## src/rtl/timestamp_grey_ctrl.sv

```systemverilog
`default_nettype none
// ============================================================================
// Module   : timestamp_grey_ctrl (with helper grey_from_binary)
// Purpose  : Free-running timestamp counter published as registered Gray
//            code. Arbitrates absolute load and signed adjust, and holds
//            grey_valid low for a settle window after any non-unit step.
// Revision : 1.0 - initial release
// ============================================================================

// Binary to Gray converter: MSB passes through, bit i = b[i] ^ b[i+1].
module grey_from_binary #(
    parameter int WIDTH = 64
) (
    input  logic [WIDTH-1:0] bin,
    output logic [WIDTH-1:0] grey
);
    assign grey[WIDTH-1] = bin[WIDTH-1];

    genvar i;
    generate
        for (i = 0; i < WIDTH - 1; i++) begin : g_bits
            assign grey[i] = bin[i] ^ bin[i+1];
        end
    endgenerate
endmodule

module timestamp_grey_ctrl #(
    parameter int WIDTH         = 64,
    parameter int SETTLE_CYCLES = 4
) (
    input  logic             clk,
    input  logic             resetn,
    input  logic             enable,
    input  logic             load_req,
    input  logic [WIDTH-1:0] load_value,
    output logic             load_ack,
    input  logic             adj_req,
    input  logic [WIDTH-1:0] adj_offset,
    output logic             adj_ack,
    output logic [WIDTH-1:0] count_binary,
    output logic [WIDTH-1:0] count_grey,
    output logic             grey_valid,
    output logic             discontinuity,
    output logic             busy
);
    localparam int unsigned c_SETTLE_W = (SETTLE_CYCLES < 2) ? 2 : $clog2(SETTLE_CYCLES + 1);
    localparam logic [c_SETTLE_W-1:0] c_SETTLE_INIT = c_SETTLE_W'(SETTLE_CYCLES);
    localparam logic c_RR_LOAD = 1'b0;
    localparam logic c_RR_ADJ  = 1'b1;

    typedef enum logic [0:0] {
        ST_RUN    = 1'b0,
        ST_SETTLE = 1'b1
    } state_t;

    state_t                r_state;
    state_t                w_state_next;
    logic [c_SETTLE_W-1:0] r_settle;
    logic [c_SETTLE_W-1:0] w_settle_next;
    logic                  r_rr_last;
    logic                  w_rr_next;
    logic [WIDTH-1:0]      r_count;
    logic [WIDTH-1:0]      r_grey;
    logic                  r_load_ack;
    logic                  r_adj_ack;
    logic                  r_disc;

    logic                  w_run;
    logic                  w_grant_load;
    logic                  w_grant_adj;
    logic [WIDTH-1:0]      w_inc;
    logic [WIDTH-1:0]      w_count_next;
    logic [WIDTH-1:0]      w_grey_next;

    // Requests are only looked at in RUN; on a tie the side that did not
    // win last time is granted.
    assign w_run        = (r_state == ST_RUN);
    assign w_grant_load = w_run & load_req & (~adj_req  | (r_rr_last == c_RR_ADJ));
    assign w_grant_adj  = w_run & adj_req  & (~load_req | (r_rr_last == c_RR_LOAD));
    assign w_inc        = WIDTH'(enable);

    // Next counter value; a load overrides the enable increment.
    always_comb begin
        w_count_next = r_count + w_inc;
        if (w_grant_load) begin
            w_count_next = load_value;
        end else if (w_grant_adj) begin
            w_count_next = r_count + adj_offset + w_inc;
        end
    end

    // Gray is taken from the next value so binary and Gray land on one edge.
    grey_from_binary #(
        .WIDTH (WIDTH)
    ) u_grey (
        .bin  (w_count_next),
        .grey (w_grey_next)
    );

    // Next-state logic: any grant opens a settle window; the window closes
    // on the edge where the counter reads 1.
    always_comb begin
        w_state_next  = r_state;
        w_settle_next = r_settle;
        w_rr_next     = r_rr_last;
        case (r_state)
            ST_RUN: begin
                if (w_grant_load) begin
                    w_state_next  = ST_SETTLE;
                    w_settle_next = c_SETTLE_INIT;
                    w_rr_next     = c_RR_LOAD;
                end else if (w_grant_adj) begin
                    w_state_next  = ST_SETTLE;
                    w_settle_next = c_SETTLE_INIT;
                    w_rr_next     = c_RR_ADJ;
                end
            end
            ST_SETTLE: begin
                if (r_settle <= c_SETTLE_W'(1)) begin
                    w_state_next = ST_RUN;
                end else begin
                    w_settle_next = r_settle - c_SETTLE_W'(1);
                end
            end
            default: begin
                w_state_next  = ST_SETTLE;
                w_settle_next = c_SETTLE_INIT;
            end
        endcase
    end

    // State, arbitration history and settle counter registers.
    always_ff @(posedge clk or negedge resetn) begin
        if (!resetn) begin
            r_state   <= ST_SETTLE;
            r_settle  <= c_SETTLE_INIT;
            r_rr_last <= c_RR_ADJ;
        end else begin
            r_state   <= w_state_next;
            r_settle  <= w_settle_next;
            r_rr_last <= w_rr_next;
        end
    end

    // Counter, Gray pair and one-cycle handshake/discontinuity pulses.
    always_ff @(posedge clk or negedge resetn) begin
        if (!resetn) begin
            r_count    <= '0;
            r_grey     <= '0;
            r_load_ack <= 1'b0;
            r_adj_ack  <= 1'b0;
            r_disc     <= 1'b0;
        end else begin
            r_count    <= w_count_next;
            r_grey     <= w_grey_next;
            r_load_ack <= w_grant_load;
            r_adj_ack  <= w_grant_adj;
            r_disc     <= w_grant_load | w_grant_adj;
        end
    end

    assign count_binary  = r_count;
    assign count_grey    = r_grey;
    assign load_ack      = r_load_ack;
    assign adj_ack       = r_adj_ack;
    assign discontinuity = r_disc;
    assign busy          = (r_state == ST_SETTLE);
    assign grey_valid    = (r_state == ST_RUN);
endmodule
`default_nettype wire

```

## config.mk

```make
export PLATFORM = sky130hd
export DESIGN_NAME = timestamp_grey_ctrl
export DESIGN_NICKNAME = d
export VERILOG_FILES = /design/src/rtl/timestamp_grey_ctrl.sv
export SDC_FILE = /design/constraint.sdc
export NUM_CORES = 1
export LEC_CHECK = 0
export ABC_AREA = 1
export CAP_MARGIN = 15
export CORE_MARGIN = 2
export CORE_UTILIZATION = 40
export CTS_BUF_LIST = sky130_fd_sc_hd__clkbuf_4
export CTS_CLUSTER_SIZE = 10
export DETAILED_ROUTE_END_ITERATION = 7
export GPL_TIMING_DRIVEN = 0
export MAX_ROUTING_LAYER = met4
export PLACE_DENSITY_LB_ADDON = 0.2
export SYNTH_ARGS = -nofsm -noshare
export SYNTH_HDL_FRONTEND = slang
export SYNTH_SLANG_ARGS = --single-unit
```

## constraint.sdc

```tcl
create_clock -name clk -period 6.32 [get_ports clk]
set_clock_uncertainty 0.1 [all_clocks]
set_input_delay 0.632 -clock clk [delete_from_list [all_inputs] [get_ports clk]]
set_output_delay 0.632 -clock clk [all_outputs]
set_load 0.02 [all_outputs]
```

==> reports/metrics.yaml <==
placed_cell_area_sq_um: 17000
multi_input_area_sq_um: 8540
io_pins: 266
layout-drive-gt1-share_pct: 4.94
status: "finished clean"
htreeDepth: 4
synth_area_leaders: "nand2_1, dfrtp_1, inv_1"
syn_area_sq_um: 13800
slew_viol_final: 0
portBuffers: 265
ctsResizeCount: 0
synth_ff_type: "dfrtp_1"
hold_viol: 0
worstMarginPinSlew_ps: 840
clkTransAtPathRegs_ps: 110
regArea_sq_um: 3380
layout_common_cells: "nand2_1, inv_1, clkdlybuf4s50_1"
cts_made_buffers: 17
die-area_sq_um: 35900
crit_slowest_cell: "fa_1"
rsz0062_at_grt: "false"
synth_top_area_share_pct: 27.3
drcViolationCount: 0
overflow: 0
setup_viol: 0
power.leakage_nw: 9.41
cts-root-buf: "clkbuf_4"
async_flop_share_pct: 100
worst_path_largest_cell_delay_ps: 590
ys_ff_latch: 135
syn_inst: 2396
drt_wl_total_microns: 62500
cp.required_ps: 6680
initial_core_util_pct: 40.9
vdd_drop_max_uv: 353
antenna_found_initial: 1
crit_top_cell: "nand2_1"
utilization_pct: 51.4
drt-pass1-iter-count: 5
ys_warn_count: 0
holdBufCountCts: 1
endpoint_kind: "flop"
final_area_sq_um: 17300
powerDensity_nw_per_um2: 553
clock_path_buffers: 2
route.detailed.wl_per_inst_microns: 19.9
avgSynthCellArea_sq_um: 5.75
syn_nets: 2597
fin_crit_sh_pct: 61.5
post-route-min-period_ps: 3890
ys_types: 51
grtUsageTotal_pct: 35.7
yosysSeqAreaShare_pct: 24.5
fill_cells: 3624
nets: 2883
num_rows: 67
die_w_microns: 190
gp_congestion: 1.02
grt_pass1_wl_microns: 92000
numClockSinks: 135
cp-start-kind: "primary input"
cts_tree: "yes"
synth-edff-count: 0
core_area_sq_um: 33700
hp-class: "reg -> reg"
cap_violations: 0
grt_max_degree: 85
critical_path.max_fanout: 4
cp_cell_sequence: "clkdlybuf4s50_1 > fa_1 > fa_1 > nand2_1 > inv_1 > nand2_1 > nand2_1 > nand2_1 > nand2_1 > nand2_1 > nand3_1 > nand2_1 > nand2_1 > nand2_1 > nand3_1 > a21oi_1 > inv_1 > nand2_1 > nand2_1"
fp.dieH_microns: 190
relSlewSlack_pct: 44.0
criticalPathCategory: "in -> reg"
vias: 16101
routed_via_density: 5.12
yosysTopAreaCell: "nand2_1"
syn_to_final_growth_pct: 25.8
final_common_cell: "nand2_1"
grt_pass1_vias: 15577
cts_setup_buffers: 0
insertion_delay_ps: 570
max_freq_mhz: 257
worstPathArrival_ps: 4250
dpl.hpwl_microns: 52900
drt-initial-drc-count: 1460
ant_nets: 0
cell type report:
type / instances / share of cell area, %
Buffer: 29 / 0.765
Antenna cell: 1 / 0.0144
Clock buffer: 19 / 0.823
Sequential cell: 135 / 19.5
Timing Repair Buffer: 267 / 15.5
Inverter: 458 / 9.95
Clock inverter: 12 / 0.881
Tap cell: 448 / 3.23
Multi-Input combinational cell: 1774 / 49.3
synthesized netlist by cell type, types with 20 or more instances:
| master | count |
|---|---|
| nand3_1 | 125 |
| nand2_2 | 20 |
| nand2_1 | 1003 |
| inv_1 | 444 |
| nor2_1 | 201 |
| xor2_1 | 46 |
| nor3_1 | 26 |
| ha_1 | 66 |
| xnor2_1 | 35 |
| dfrtp_1 | 132 |
| a21oi_1 | 119 |
| o21ai_0 | 27 |
power breakdown:
part	total, W	switching [W]	internal, W
Combinational	0.00685	0.00441	0.00243
Sequential	0.00212	0.000781	0.00134
Clock	0.000616	0.000336	0.000281
worst max-delay path: cells and delay by family:
family,cells,cell delay [ps]
simple gates,13,1550
buf+inv,3,670
fa+ha+maj,2,1020
compound gates,1,350
worst paths after layout:
check	slack, ps	from	to	depth (start not counted)
setup / recovery	2430	enable	count_grey[40]$_DFF_PN0_	19
hold / removal	400	r_rr_last$_DFFE_PN1P_	r_rr_last$_DFFE_PN1P_	2
setup reg to reg	2610	count_binary[0]$_DFF_PN0_	count_grey[40]$_DFF_PN0_	18
hold reg to reg	400	r_rr_last$_DFFE_PN1P_	r_rr_last$_DFFE_PN1P_	2
max in group asynchronous	4850	resetn	count_grey[55]$_DFF_PN0_	3
min in group asynchronous	480	resetn	count_grey[23]$_DFF_PN0_	2
layer usage:
metal  GRT usage (%)  wire length [microns]
met5               -                      0
met4            9.33                   1560
met3            4.78                   5110
met2            54.5                  27300
met1            50.0                  28600
stage by stage:
stage	TNS, ps	hold WS (ps)	cells	total power, W	worst slack [ps]
final	0	395	3143	0.00958	2430
after global routing	0	416	3143	0.0103	2250
after CTS	0	391	3142	0.00945	2590
after detailed placement	0	373	3110	0.00878	1990
after global placement	-95870	366	3109	0.00874	-751
after floorplan	0	236	2396	0.00603	3430
state kept, by name, summed over array words and instances, names as in the netlist:
name,cells
adj_ack,1
busy,1
count_binary,64
count_grey,63
discontinuity,1
load_ack,1
r_rr_last,1
r_settle,3
cells by family (layout without fill, tap and decap cells):
group / Yosys count / count (layout) / share of synthesized area [%]
AOI/OAI and AO/OA: 195 / 195 / 8.11
DFF: 135 / 135 / 24.5
buffers and inverters: 487 / 785 / 13.5
and+or+nand+nor: 1430 / 1430 / 42.4
adders and majority gates: 68 / 68 / 6.28
other: 0 / 1 / 0
xor gates and xnor gates: 81 / 81 / 5.15
(Power assumes the default switching activity.)
